==> config.mk <==
export PLATFORM = sky130hd
export DESIGN_NAME = load_store_unit
export DESIGN_NICKNAME = d
export VERILOG_FILES = /design/src/rtl/load_store_unit.sv
export SDC_FILE = /design/constraint.sdc
export NUM_CORES = 1
export LEC_CHECK = 0
export CAP_MARGIN = 20
export CORE_AREA = 2 2 112 114
export CTS_CLUSTER_DIAMETER = 60
export CTS_CLUSTER_SIZE = 24
export DETAILED_ROUTE_END_ITERATION = 12
export DIE_AREA = 0 0 114 116
export PLACE_DENSITY_LB_ADDON = 0.15
export SLEW_MARGIN = 15
export SYNTH_ARGS = -nofsm -noshare
export SYNTH_HDL_FRONTEND = slang
export SYNTH_SLANG_ARGS = --single-unit
==> constraint.sdc <==
create_clock -name clk -period 3.02 [get_ports clk]
set_clock_uncertainty 0.1 [all_clocks]
set_input_delay 0.604 -clock clk [delete_from_list [all_inputs] [get_ports clk]]
set_output_delay 0.604 -clock clk [all_outputs]
set_load 0.005 [all_outputs]
==> src/rtl/load_store_unit.sv <==
// Load/store unit: turns one RV32I byte-addressed load/store into word-indexed memory cycles.
// Latency: aligned store completes at accept; load result 1 cycle after accept (2 if split).
// Backpressure: req_ready high only in IDLE; low during split second cycle and load response.
//
// Ports:
//   clk, reset            - clock, synchronous active-high reset
//   req_valid/req_ready   - request handshake; req_we, funct3, addr, wdata sampled at accept only
//   resp_valid, rdata     - one-cycle load response, rdata is 0 whenever resp_valid is 0
//   mem_we/be/addr/wd     - word-indexed memory port, byte enables, lane-shifted write data
//   mem_rd                - registered memory read data (valid the cycle after the address)
module load_store_unit #(
  parameter int XLEN       = 32,
  parameter int ADDR_WIDTH = 8
) (
  input  logic                  clk,
  input  logic                  reset,
  input  logic                  req_valid,
  output logic                  req_ready,
  input  logic                  req_we,
  input  logic [2:0]            funct3,
  input  logic [XLEN-1:0]       addr,
  input  logic [XLEN-1:0]       wdata,
  output logic                  resp_valid,
  output logic [XLEN-1:0]       rdata,
  output logic                  mem_we,
  output logic [XLEN/8-1:0]     mem_be,
  output logic [ADDR_WIDTH-1:0] mem_addr,
  output logic [XLEN-1:0]       mem_wd,
  input  logic [XLEN-1:0]       mem_rd
);

  localparam int NB = XLEN / 8;

  typedef enum logic [1:0] {
    IDLE  = 2'd0,
    LRESP = 2'd1,
    RD2   = 2'd2,
    WR2   = 2'd3
  } state_t;

  state_t state;

  // Request decode (only meaningful in the accept cycle)
  logic                  legal;
  logic [2*NB-1:0]       size_mask;
  logic [2*NB-1:0]       byte_mask;
  logic [2*XLEN-1:0]     sized_wd;
  logic [2*XLEN-1:0]     store_lanes;
  logic                  is_split;
  logic [ADDR_WIDTH-1:0] word_a;
  logic                  accept;

  // State carried from the accept cycle into WR2 / RD2 / LRESP
  logic [1:0]            off_q;
  logic [2:0]            f3_q;
  logic                  illegal_q;
  logic                  split_q;
  logic [ADDR_WIDTH-1:0] addr2_q;
  logic [NB-1:0]         be2_q;
  logic [XLEN-1:0]       wd2_q;
  logic [XLEN-1:0]       lo_buf;

  // Load result path
  logic [2*XLEN-1:0]     combined;
  logic [2*XLEN-1:0]     shifted;
  logic [XLEN-1:0]       load_result;

  always_comb begin
    legal     = 1'b1;
    size_mask = '0;
    sized_wd  = '0;
    unique case (funct3)
      3'b000, 3'b100: begin
        size_mask = (2*NB)'(8'h01);
        sized_wd  = {{(2*XLEN-8){1'b0}}, wdata[7:0]};
      end
      3'b001, 3'b101: begin
        size_mask = (2*NB)'(8'h03);
        sized_wd  = {{(2*XLEN-16){1'b0}}, wdata[15:0]};
      end
      3'b010: begin
        size_mask = (2*NB)'(8'h0F);
        sized_wd  = {{XLEN{1'b0}}, wdata};
      end
      default: legal = 1'b0;
    endcase
  end

  // Illegal funct3 yields an empty mask, so it can never be split or write.
  assign byte_mask   = size_mask << addr[1:0];
  assign store_lanes = sized_wd << {addr[1:0], 3'b000};
  assign is_split    = |byte_mask[2*NB-1:NB];
  assign word_a      = addr[ADDR_WIDTH+1:2];
  assign accept      = (state == IDLE) && req_valid;

  always_ff @(posedge clk) begin
    if (reset) begin
      state     <= IDLE;
      off_q     <= '0;
      f3_q      <= '0;
      illegal_q <= 1'b0;
      split_q   <= 1'b0;
      addr2_q   <= '0;
      be2_q     <= '0;
      wd2_q     <= '0;
      lo_buf    <= '0;
    end else begin
      unique case (state)
        IDLE: begin
          if (req_valid) begin
            off_q     <= addr[1:0];
            f3_q      <= funct3;
            illegal_q <= ~legal;
            split_q   <= is_split;
            // Second word wraps naturally at the top of the word space
            addr2_q   <= word_a + ADDR_WIDTH'(1);
            be2_q     <= byte_mask[2*NB-1:NB];
            wd2_q     <= store_lanes[2*XLEN-1:XLEN];
            if (req_we)
              state <= is_split ? WR2 : IDLE;
            else
              state <= is_split ? RD2 : LRESP;
          end
        end
        WR2: state <= IDLE;
        RD2: begin
          // mem_rd now holds word A, read during the accept cycle
          lo_buf <= mem_rd;
          state  <= LRESP;
        end
        LRESP: state <= IDLE;
        default: state <= IDLE;
      endcase
    end
  end

  // In LRESP mem_rd holds word A (aligned) or word A+1 (split, low half in lo_buf).
  always_comb begin
    combined    = split_q ? {mem_rd, lo_buf} : {{XLEN{1'b0}}, mem_rd};
    shifted     = combined >> {off_q, 3'b000};
    load_result = '0;
    if (!illegal_q) begin
      unique case (f3_q)
        3'b000:  load_result = {{(XLEN-8){shifted[7]}}, shifted[7:0]};
        3'b001:  load_result = {{(XLEN-16){shifted[15]}}, shifted[15:0]};
        3'b010:  load_result = shifted[XLEN-1:0];
        3'b100:  load_result = {{(XLEN-8){1'b0}}, shifted[7:0]};
        3'b101:  load_result = {{(XLEN-16){1'b0}}, shifted[15:0]};
        default: load_result = '0;
      endcase
    end
  end

  always_comb begin
    req_ready  = (state == IDLE);
    resp_valid = 1'b0;
    rdata      = '0;
    mem_we     = 1'b0;
    mem_be     = '0;
    mem_addr   = '0;
    mem_wd     = '0;
    unique case (state)
      IDLE: begin
        if (accept) begin
          mem_addr = word_a;
          mem_be   = byte_mask[NB-1:0];
          if (req_we) begin
            mem_wd = store_lanes[XLEN-1:0];
            mem_we = legal && !reset;
          end
        end
      end
      WR2: begin
        mem_addr = addr2_q;
        mem_be   = be2_q;
        mem_wd   = wd2_q;
        // Reset during the second half leaves only the first half written
        mem_we   = !reset;
      end
      RD2: begin
        mem_addr = addr2_q;
      end
      LRESP: begin
        resp_valid = !reset;
        rdata      = reset ? '0 : load_result;
      end
      default: ;
    endcase
  end

  // Address bits above the memory index are ignored by design
  logic unused_ok;
  assign unused_ok = ^{addr[XLEN-1:ADDR_WIDTH+2], shifted[2*XLEN-1:XLEN]};

endmodule

After elaboration in Yosys (flattened, before gate mapping)
Index checks and enable logic that the tools add are counted.
{"block": "totals", "regBits": 85, "latch_bits": 0, "mem_bits_rw": 0, "romBits": 0, "input_bits": 103, "out_inout_bits": 79, "word_cells": 63, "memories": 0}
{"block": "op_classes", "add_sub_neg": 1, "n_mul": 0, "n_div": 0, "magnitude_cmp": 0, "n_eq_ne": 12, "shift": 3, "mux": 24, "bitwise_logic": 1, "n_reduce_logical": 13}
{"op": "$mux 32", "count": 5}
{"op": "$pmux 32 s5", "count": 1}
{"op": "$pmux 32 s3", "count": 1}
{"op": "$mux 64", "count": 1}
{"op": "$pmux 32 s2", "count": 1}
{"op": "$shl 64x5->64", "count": 1}
{"op": "$shr 64x5->32", "count": 1}
{"op": "$pmux 8 s2", "count": 1}
{"op": "$eq 3x3->1 const B", "count": 4}
{"op": "$pmux 4 s3", "count": 1}
{"op": "$add 8x1->8 const B", "count": 1}
{"op": "$mux 2", "count": 4}
{"op": "$mux 8", "count": 1}
{"op": "$pmux 4 s2", "count": 1}
{"op": "$reduce_or 2->1", "count": 4}
{"op": "$shl 8x2->8", "count": 1}
{"op": "$eq 3x1->1 const B", "count": 2}
{"op": "$eq 3x2->1 const B", "count": 2}
{"op": "$logic_not 3->1", "count": 2}
{"op": "$pmux 2 s3", "count": 1}
{"op": "$reduce_or 5->1", "count": 1}
{"op": "$eq 2x2->1 const B", "count": 2}
{"op": "$mux 1", "count": 4}
{"op": "$mux 4", "count": 1}
{"op": "9 further kinds", "count": 10}

Longest topological paths before layout
{"block": "logic_depth", "ltp_word": 9, "depth_mapped": 8, "mapped_depth_nobuf": 6}

Worst setup path after synthesis
OpenSTA, ideal clock, no wires.
{"block": "synth_timing", "path_type": "reg2out", "startpoint": "reg state[0]", "endpoint": "out mem_wd[16]", "t_arrival_ns": 1.927, "required_time_ns": 2.316, "slack_ns": 0.389, "path_stages_with_launch": 8, "cell_sequence": "dfxtp_1 > inv_1 > ha_1 > nand4b_1 > nor2_2 > and3_1 > buf_2 > a221o_1"}
{"block": "synth_via", "elab_chain_len": 4}
{"item": "start: declaration", "line": "41", "text": "state_t state;"}
{"item": "start signal: assignment", "line": "120", "text": "state <= is_split ? WR2 : IDLE;"}
{"item": "start signal: assignment", "line": "122", "text": "state <= is_split ? RD2 : LRESP;"}
{"item": "$logic_not 2->1", "line": "94, 162"}
{"item": "$logic_and 1x1->1", "line": "94", "text": "assign accept = (state == IDLE) && req_valid;"}
{"item": "$mux 32", "line": "164", "text": "if (accept) begin"}
{"item": "$pmux 32 s2 *", "line": "162", "text": "unique case (state)"}
{"item": "end: declaration", "line": "28", "text": "output logic [XLEN-1:0] mem_wd,"}
Mark *: on every way between the ends. The rest lies on a longest branch, timed or not.

Worst setup path in the final report
{"block": "layout_timing", "startpoint": "in req_we", "endpoint": "out mem_wd[17]"}
{"block": "layout_via", "elab_chain_len": 3}
{"item": "start: declaration", "line": "19", "text": "input logic req_we,"}
{"item": "$mux 32", "line": "167", "text": "if (req_we) begin"}
{"item": "$mux 32", "line": "164"}
{"item": "$pmux 32 s2", "line": "162"}
Every way passes these cells.

==> run summary <==
status -> finished with violations
failing checks -> negative setup slack
worst min-delay path class -> reg -> reg
Slew Viols, Final -> 0
Cell Pwr Density -> 393 nW/um^2
Nets -> 1008
critical path fanouts, max -> 6
final period utilization -> 1.03
vias after detailed routing -> 6417
Cell Area, Placed -> 7780 sq um
initial cell density of the core -> 0.476
antenna violations before repair -> 0
R2R Path Start -> state[1]$_SDFFE_PP0P_
count leader, synth -> nor2_1
overall routed net length -> 19500 um
grt ovf -> 0
Total Routing Usage GR -> 0.288
largest net degree at the start of global routing -> 78
number of global-route vias before repair -> 6155
reg2reg end -> wd2_q[18]$_SDFFE_PP0P_
Setup crit end -> mem_wd[17]
area grow syn2layout -> 48.0%
Setup WS post-layout -> -0.102 ns
setup TNS -> -0.102 ns
pre-CTS setup slack -> -0.393 ns
# DRC -> 0
crit-path max cell delay -> 0.50 ns
Hold Slack -> 0.365 ns
Synth Warn # -> 0
Final Instance Area -> 8390 sq um
CTS HTree Levels -> 3
post-synthesis sequential element count -> 76
Least-Margin Pin Slew -> 0.825 ns
Final ANT Viol Nets -> 0
achievable frequency -> 320 MHz
Row Count -> 40
Avg WL per Cell -> 18.5 um
worst path required time -> 2.32 ns
startpoint types -> primary input
initial DRC count -> 717
port bufs -> 159
Syn Std Cell Area -> 5670 sq um
r2r setup slk -> 0.77 ns
share of cells above drive strength 1 -> 0.229
cell count after synthesis -> 700
Die Y -> 116 um
Root Buffer -> clkbuf_16
# setup viols final -> 1
Final min period -> 3.12 ns
Total Power -> 3.30 mW
Die W -> 114 um
source of the critical timing path -> req_we
area of the multi-input gates -> 3980 sq um
Diodes inserted -> 0
sequential share of the synthesized area -> 0.268
Crit Path Class -> in -> out
Top delay family on crit path -> buffers and inverters
post-DP HPWL -> 13300 um
Rel. slew slack -> 0.450
syn_area_per_cell -> 8.10 sq um
Post-synth EDFFs -> 0
Yosys top cell by area -> dfxtp_1
cells on worst reg2reg path -> 8
Buf+Inv Stages, Crit Path -> 2
maximum vdd drop -> 214 uV
Primary FF master, synth -> dfxtp_1
Top cell by count, worst path -> clkdlybuf4s50_1
final hold violation count -> 0
Crit-path slowest cell -> clkdlybuf4s50_1
# hold bufs at CTS -> 0
IO Pins -> 182
Leakage -> 3.52 nW
die area -> 13200 sq um
Critical Path Stages -> 6
area of the core -> 11900 sq um
fillcell total -> 973
Vias/cell -> 6.10
FF+latch area -> 1530 sq um
Pre-Repair DR Iteration Count -> 5
CTS sink cnt -> 76
Post-Synthesis Net Count -> 808
ys async rst share -> 0
worst path cell trace -> clkdlybuf4s50_1 -> nand4b_1 -> nor2_2 -> and3_4 -> a221o_1 -> clkdlybuf4s50_1
Worst Path Arrival -> 2.42 ns
number of distinct library cells after synthesis -> 52
maxcap violations -> 0
wire length of the first global-routing pass -> 30800 um
largest cells by area after synthesis -> dfxtp_1 (27%), mux2i_1 (16%), nor2_1 (7.7%)
area share of the largest cell type after synthesis -> 0.268
Placer Congestion -> 1.01
synth cell count leaders -> nor2_1 (117), mux2i_1 (91), dfxtp_1 (76), nand2_1 (56), a22oi_1 (40)
Critical Path Sink Type -> output port
unrepaired setup endpoints after global routing -> true
worst skew pair latency -> 0.33 ns
worst-case clock buffer depth -> 2
worst hold start -> addr2_q[1]$_SDFFE_PP0P_
TritonCTS clock tree -> built
cts bufs inserted -> 9
CTS clk-pin slew, worst paths -> 0.06 ns
-- report_power, final --
group / total, mW / switching, mW / internal [mW]
registers: 1.09 / 0.0377 / 1.06
clock network: 1.16 / 0.431 / 0.724
logic: 1.05 / 0.524 / 0.522
-- state kept, by name, summed over array words and instances, names as in the netlist --
name and cells:
f3_q 3, addr2_q 8, be2_q 3, split_q 1, off_q 2, wd2_q 24
lo_buf 32, state 2, illegal_q 1
-- worst register-to-register path, delay by kind of cell (launching register included) --
family / cells / cell delay, ns
and+or+nand+nor: 3 / 0.98
buffers and inverters: 3 / 0.48
DFF: 1 / 0.32
adders and majority gates: 1 / 0.15
AOI/OAI and AO/OA: 1 / 0.14
-- final cells by class --
cell class,count,share of cell area
well taps,147,0.0219
repair buffers,258,0.281
flip-flops and latches,76,0.182
inverters,4,0.00179
clock inverters,6,0.0106
clock buffers,10,0.0273
multi-input cells,551,0.475
-- repair_timing --
item / in CTS / in global routing
endpoints found under the setup margin: 70 / 55
gates resized for setup: 109 / 71
setup buffers: 13 / 10
gates cloned: 3 / 0
pin swaps: 12 / 11
-- layout by cell type, fill, tap and decap left out, types with 4 or more instances in the layout --
cell,count
a221oi_1,10
o22a_1,6
clkdlybuf4s50_1,87
nor3_1,18
mux4_2,6
a221o_1,8
nor2b_1,6
buf_2,5
buf_12,8
dlymetal6s2s_1,11
buf_4,82
a21oi_1,25
nand2_1,56
a211oi_1,8
dfxtp_1,72
clkbuf_2,19
o21a_1,9
a21oi_2,12
mux2_2,16
o21ai_0,7
clkbuf_16,9
o211ai_1,24
a32oi_1,15
a22oi_1,40
mux2i_1,88
nand2b_1,5
a22o_1,16
buf_6,8
dlygate4sd2_1,32
xor2_1,4
nor2_1,116
-- worst min path at each step --
stage | to | slack (ns) | cells past startpoint
final | addr2_q[1]$_SDFFE_PP0P_ | 0.36 | 2
after global routing | addr2_q[1]$_SDFFE_PP0P_ | 0.39 | 2
after CTS | addr2_q[1]$_SDFFE_PP0P_ | 0.37 | 2
after detailed placement | addr2_q[1]$_SDFFE_PP0P_ | 0.36 | 2
after global placement | addr2_q[1]$_SDFFE_PP0P_ | 0.35 | 2
after floorplan | addr2_q[1]$_SDFFE_PP0P_ | 0.34 | 2
-- per-layer routing --
metal / global-route usage / vias up / part of all wire
met5: 0 / - / 0
met4: 0.115 / 0 / 0.025
met3: 0.0471 / 36 / 0.079
met2: 0.484 / 354 / 0.47
met1: 0.369 / 3014 / 0.43
li1: - / 3013 / -
-- metrics by stage --
step	util	cells
after global routing	0.704	1052
final	0.704	1052
after floorplan	-	700
after CTS	0.697	1043
after detailed placement	0.653	1011
after global placement	0.653	1011
-- logic make-up after synthesis --
logic type / share of synthesized area
AOI/OAI and AO/OA: 0.256
xor gates and xnor gates: 0.00927
adders and majority gates: 0.0110
buffers and inverters: 0.0572
DFF: 0.268
muxes: 0.216
and+or+nand+nor: 0.181
No activity file was read; power rests on OpenSTA's default activity.
